File: src/rtl/cmp_window_stats.sv
// Window statistics over a stream of comparator verdicts.
// Counts gt/eq/lt per window and tracks the largest winner.
module cmp_window_stats #(
  parameter int WIN = 8,
  parameter int CW  = 4
) (
  input  logic          clk,
  input  logic          rst_n,
  input  logic          start,
  input  logic          in_valid,
  output logic          in_ready,
  input  logic [3:0]    a,
  input  logic [3:0]    b,
  input  logic [2:0]    y,
  output logic          out_valid,
  input  logic          out_ready,
  output logic [CW-1:0] gt_cnt,
  output logic [CW-1:0] eq_cnt,
  output logic [CW-1:0] lt_cnt,
  output logic [3:0]    max_win,
  output logic          err,
  output logic          busy
);

  typedef enum logic [1:0] {
    IDLE,
    ACCUM,
    HOLD
  } state_t;

  localparam logic [CW-1:0] LAST = CW'(WIN - 1);
  localparam logic [CW-1:0] ONE  = CW'(1);

  state_t        state_q, state_d;
  logic [CW-1:0] idx_q, idx_d;
  logic [CW-1:0] gt_q, gt_d;
  logic [CW-1:0] eq_q, eq_d;
  logic [CW-1:0] lt_q, lt_d;
  logic [3:0]    max_q, max_d;
  logic          err_q, err_d;
  logic [3:0]    winner;
  logic          upd;
  logic          clr;
  logic          acc;

  assign acc = (state_q == ACCUM) && in_valid;

  always_comb begin
    state_d = state_q;
    idx_d   = idx_q;
    gt_d    = gt_q;
    eq_d    = eq_q;
    lt_d    = lt_q;
    max_d   = max_q;
    err_d   = err_q;
    winner  = a;
    upd     = 1'b0;
    clr     = 1'b0;
    unique case (state_q)
      IDLE: begin
        if (start) begin
          state_d = ACCUM;
          clr     = 1'b1;
        end
      end
      ACCUM: begin
        if (acc) begin
          idx_d = idx_q + ONE;
          if (idx_q == LAST) state_d = HOLD;
        end
      end
      HOLD: begin
        if (out_ready) begin
          state_d = start ? ACCUM : IDLE;
          clr     = start;
        end
      end
      default: state_d = IDLE;
    endcase
    if (acc) begin
      case (y)
        3'b100: begin
          gt_d = gt_q + ONE;
          upd  = 1'b1;
        end
        3'b010: begin
          eq_d = eq_q + ONE;
          upd  = 1'b1;
        end
        3'b001: begin
          lt_d   = lt_q + ONE;
          winner = b;
          upd    = 1'b1;
        end
        default: err_d = 1'b1;
      endcase
      if (upd && (winner > max_q)) max_d = winner;
    end
    if (clr) begin
      idx_d = '0;
      gt_d  = '0;
      eq_d  = '0;
      lt_d  = '0;
      max_d = '0;
      err_d = 1'b0;
    end
  end

  always_ff @(posedge clk or negedge rst_n) begin
    if (!rst_n) begin
      state_q <= IDLE;
      idx_q   <= '0;
      gt_q    <= '0;
      eq_q    <= '0;
      lt_q    <= '0;
      max_q   <= '0;
      err_q   <= 1'b0;
    end else begin
      state_q <= state_d;
      idx_q   <= idx_d;
      gt_q    <= gt_d;
      eq_q    <= eq_d;
      lt_q    <= lt_d;
      max_q   <= max_d;
      err_q   <= err_d;
    end
  end

  assign in_ready  = (state_q == ACCUM);
  assign out_valid = (state_q == HOLD);
  assign busy      = (state_q != IDLE);
  assign gt_cnt    = gt_q;
  assign eq_cnt    = eq_q;
  assign lt_cnt    = lt_q;
  assign max_win   = max_q;
  assign err       = err_q;

endmodule

File: config.mk
export PLATFORM = sky130hd
export DESIGN_NAME = cmp_window_stats
export DESIGN_NICKNAME = d
export VERILOG_FILES = /design/src/rtl/cmp_window_stats.sv
export SDC_FILE = /design/constraint.sdc
export NUM_CORES = 1
export LEC_CHECK = 0
export CAP_MARGIN = 25
export CORE_ASPECT_RATIO = 2
export CORE_MARGIN = 3
export CORE_UTILIZATION = 47
export DETAILED_ROUTE_END_ITERATION = 10
export HOLD_SLACK_MARGIN = 0.15
export PLACE_DENSITY = 0.9
export SLEW_MARGIN = 0
export SYNTH_ARGS = -nofsm -noshare
export SYNTH_HDL_FRONTEND = slang
export SYNTH_SLANG_ARGS = --single-unit
File: constraint.sdc
create_clock -name clk -period 1.55 [get_ports clk]
set_input_delay 0.465 -clock clk [delete_from_list [all_inputs] [get_ports clk]]
set_output_delay 0.465 -clock clk [all_outputs]
set_load 0.01 [all_outputs]
* After elaboration in Yosys (flattened, before gate mapping)
Cells that the tools add are included.
Word-level totals: bits in registers 23, latch bits 0, bits in writable memories 0, bits in read-only memories 0, bits of input ports 16, output and inout bits 20, logic and storage cells 72, memories kept 0
Operators by class: add/subtract/negate cells 4, $mul 0, div/mod/pow operators 0, $lt $le $gt $ge 1, eq/ne operators 11, shift operators 0, muxes and demuxes 31, bitwise logic cells 0, reductions and logical operators 18
Operators with widths (number):
- 4-bit 2-to-1 mux | 17
- 4-bit by 1-bit adder with 4-bit output (second input constant) | 4
- 2-bit nonzero test | 7
- 2-bit AND reduction | 6
- 1-bit 2-to-1 mux | 8
- 2-bit 2-to-1 mux | 4
- 2-bit by 1-bit inequality test with 1-bit output (second input constant) | 4
- 2-bit case mux with 3 select lines | 1
- 4-bit by 3-bit == test with 1-bit output (second input constant) | 1
- 4-bit > comparator | 1
- 4-bit AND reduction | 1
- 3-bit by 1-bit == test with 1-bit output (second input constant) | 1
- 3-bit by 2-bit == test with 1-bit output (second input constant) | 1
- 3-bit == test (second input constant) | 1
- 3-bit OR reduction | 1
- 2-bit by 1-bit == test with 1-bit output (second input constant) | 1
- 2-bit == test (second input constant) | 1
- 1-bit logical AND | 2
- 2-bit zero test | 1
- 2-bit inequality test (second input constant) | 1
- 1-bit case mux with 2 select lines | 1

* Depth between registers and ports, before layout
word-level depth 8, mapped depth 8

* Least setup slack after synthesis
OpenSTA, ideal clock, no wires.
kind in2reg, from input y[1], to register max_q[0], in the netlist max_win[0], data arrival time 2.256 ns, data required time 1.471 ns, path slack -0.785 ns, cell stages on the path 8, path buffers 1, cells stage by stage buf_4 -> nor3b_4 -> mux2_2 -> ha_1 -> nor2b_1 -> o211ai_1 -> a21o_1 -> mux2i_1
On the way: longest elaborated chain between the ends 7, elaborated cells on any way between the ends 15, those cells by class 1 x order compare; 3 x eq/ne; 7 x mux; 4 x reduce/logical
RTL lines:
- from (decl) | line 14 | input logic [2:0] y,
- 3-bit by 1-bit == test with 1-bit output, or another cell as far along | line 81 | case (y)
- 4-bit 2-to-1 mux or 3-bit OR reduction (tied branches)
- 4-bit 2-to-1 mux or 1-bit 2-to-1 mux (tied branches) | line 80, 81
- 4-bit > comparator or 1-bit 2-to-1 mux (tied branches) | line 97, 80
- 1-bit logical AND | line 97 | if (upd && (winner > max_q)) max_d = winner;
- 2-bit nonzero test (no source line)
- 2-bit AND reduction (no source line)
- to (signal assigned) | line 124 | max_q <= max_d;
- to (decl) | line 39 | logic [3:0] max_q, max_d;
Parallel ways exist; a longest one is shown, timed or not. The select of a mux whose other input is x is not followed. A chain may end at the register's enable or synchronous reset.

* Worst setup path after layout
from input y[1], to register max_q[2], in the netlist max_win[2]
Same word-level chain as after synthesis.

==> impl_metrics.ini <==
[status]
status = finished, violations left
violations = setup timing

[final_layout]
final_cell_mix = dfrtp_1, dlygate4sd2_1, buf_4
design_area_sq_um = 2030
antennaDiodeCount = 0
final_layout_size_suffix_gt1_share_pct = 32.6
seqCellArea_sq_um = 577
multi_input_area_sq_um = 797
area_growth_pct = 56.7
fill_cells = 165
layout_commonest_cell = dfrtp_1
fin_util_pct = 78.0
fin_nets = 209

[synthesis]
ys_ff_latch = 23
netlist_instances = 126
syn-num-nets = 150
synth.distinct_cells = 30
yosysSeqAreaShare_pct = 44.4
ys_warn_count = 0
avgSynthCellArea_sq_um = 10.3
syn_area_sq_um = 1290

[global_routing]
track_usage_pct = 22.2
grt_pass1_vias = 1234
grt_overflow = 0
grt_start_max_net_pins = 24
grt_pass1_wl_mm = 5.84
antenna_found_initial = 0

[timing]
setup_viol = 19
tightest_slew_ps = 387
min_period_ps = 2070
final.setup.tns_ps = -2550
slew_headroom_pct = 74.1
max_freq_mhz = 482
maxSlewViolCount = 0
fin_crit_sh_pct = 134
hold_viol_final = 0
worst_slack_ps = -524
rsz0062_at_grt = yes
skew_ps = 2.20

[power_and_ir_drop]
fin_total_pwr_mw = 2.65
ir_worst_vdd_v = 0.00100
p_per_area_nw_per_um2 = 1300
p_leak_nw = 1.04

[detailed_routing]
drt_iter0_drc = 18
firstDrtPassIters = 4
wire_per_inst_um = 18.1
routed_via_density = 5.51
drcViolationCount = 0
num_vias = 1169
antenna_left = 0
wirelength_mm = 3.83

[worst_setup_path]
r2r_setup_slack_ps = -110
ff2ff_path_depth = 7
crit_path_end_kind = flop
cp_top_family = multiplexers
crit_path_top_delay_cell = mux2_4
cp-start-kind = primary input
crit_fanout = 5
arrival_ps = 2270
required_ps = 1740
path_buf_inv = 1
r2r_end = max_win[2]
path_class = in -> reg
r2r-start = state_q[0]
cp_cell_sequence = buf_8 > nor3b_4 > mux2_4 > ha_4 > nor2b_1 > o211ai_1 > a21o_1 > mux2i_1
slowest_delay_ps = 360

[cts]
clk_latency_ps = 270
cts.reportedPaths.clkPinSlew_ps = 80
h-tree-depth = 1
cts-hold-fix-buffers = 0
cts_buffers = 3
cts_root_buffer = clkbuf_8
clockBufferDepth = 2
cts_tree = done
cts_sinks = 23

[min_path]
worstHoldStart = idx_q[3]
holdPathStages = 2
min_to = idx_q[3]
hold_path_class = reg -> reg

[floorplan]
io_pins = 36
coreArea_sq_um = 2600
start_util_pct = 49.8
dieArea_sq_um = 3460
die_y_um = 80.2
row_count = 26
fp.dieW_um = 43.1

[placed_design]
dp_hpwl_mm = 2.37
io_buffer_count = 35
postPlaceCellArea_sq_um = 1760
place.gp.congestion = 0.816
dp_slack_ps = -1200

[flow_run]
cap_viol_max_count = 0
## per-stage QoR
stage	hold slack (ps)	cells
2_1_floorplan	169	126
3_3_place_gp	513	195
3_5_place_dp	516	195
4_1_cts	539	210
5_1_grt	581	212
6_report	529	212
## kinds of logic after synthesis
kind of cell | share of synthesized area [%]
compound gates | 5.22
simple gates | 21.5
flops | 44.4
xor+xnor | 8.12
buf+inv | 4.15
fa+ha+maj | 7.73
mux | 8.89
## state kept, by name (all words and copies together) (netlist names)
name     cells
state_q      2
eq_cnt       4
lt_cnt       4
max_win      4
idx_q        4
err          1
gt_cnt       4
## worst max path at each step
stage          start  depth (start not counted)          to  slack, ps
2_1_floorplan   y[1]                          8  max_win[0]       -720
3_3_place_gp    y[1]                          8  max_win[2]      -1090
3_5_place_dp    y[0]                          8  max_win[3]      -1200
4_1_cts         y[2]                          8  max_win[2]       -520
5_1_grt         y[1]                          8  max_win[2]       -630
6_report        y[1]                          8  max_win[2]       -520
## area by class of cell
class	instances	share of cell area, %
Multi-Input combinational cell	93	39.3
Sequential cell	23	28.4
Clock inverter	1	0.247
Inverter	4	0.740
Timing Repair Buffer	60	27.6
Tap cell	28	1.73
Clock buffer	3	2.03
## worst reg2reg max path: stages, from the launching register on
cell and delay [ps]:
dfrtp_2 420, buf_6 120, buf_6 120, buf_6 110
and3b_2 250, o2111ai_1 100, a21o_1 230, mux2i_1 230
## repair_timing
| action | in CTS | in global routing |
|---|---|---|
| endpoints found under the setup margin | 29 | 21 |
| gates resized for setup | 66 | 17 |
| setup buffers | 11 | 2 |
| pin swaps | 12 | 25 |
| cloned | 0 | 0 |
## synthesized netlist by cell type
library cell / number / share of area, %
o22ai_1: 1 / 0.48
nand4b_1: 1 / 0.68
nand3_1: 6 / 2.3
dfrtp_1: 23 / 44
nor3b_4: 1 / 1.4
inv_1: 4 / 1.2
clkbuf_1: 2 / 0.58
buf_6: 1 / 0.87
o211ai_1: 1 / 0.58
nand2b_2: 1 / 0.68
o2111ai_1: 1 / 0.68
o21ai_0: 2 / 0.77
nand4_1: 6 / 2.9
nor2b_1: 2 / 0.97
and3_1: 3 / 1.4
nand2b_1: 1 / 0.48
nand2_1: 11 / 3.2
ha_1: 8 / 7.7
and3b_1: 2 / 1.4
a21oi_1: 2 / 0.77
xor2_1: 12 / 8.1
nor2_1: 16 / 4.6
nand3b_2: 1 / 0.87
a22o_1: 2 / 1.4
or2_2: 1 / 0.48
mux2_2: 4 / 3.5
clkbuf_2: 1 / 0.39
buf_4: 2 / 1.2
a21o_1: 1 / 0.58
mux2i_1: 7 / 5.4
## power by group
group / switching, mW / internal (mW) / leakage, nW
sequential: 0.148 / 0.780 / 0.301
clock: 0.204 / 0.180 / 0.0255
combinational: 0.625 / 0.709 / 0.715
## per-layer routing
metal | vias up | track usage (%) | routed length (um)
met3 | 7 | 2.69 | 114
met2 | 35 | 40.7 | 2160
li1 | 548 | - | -
met4 | 0 | 5.44 | 75
met1 | 579 | 26.6 | 1470
met5 | - | 0 | 0
No activity file was read; power rests on OpenSTA's default activity.
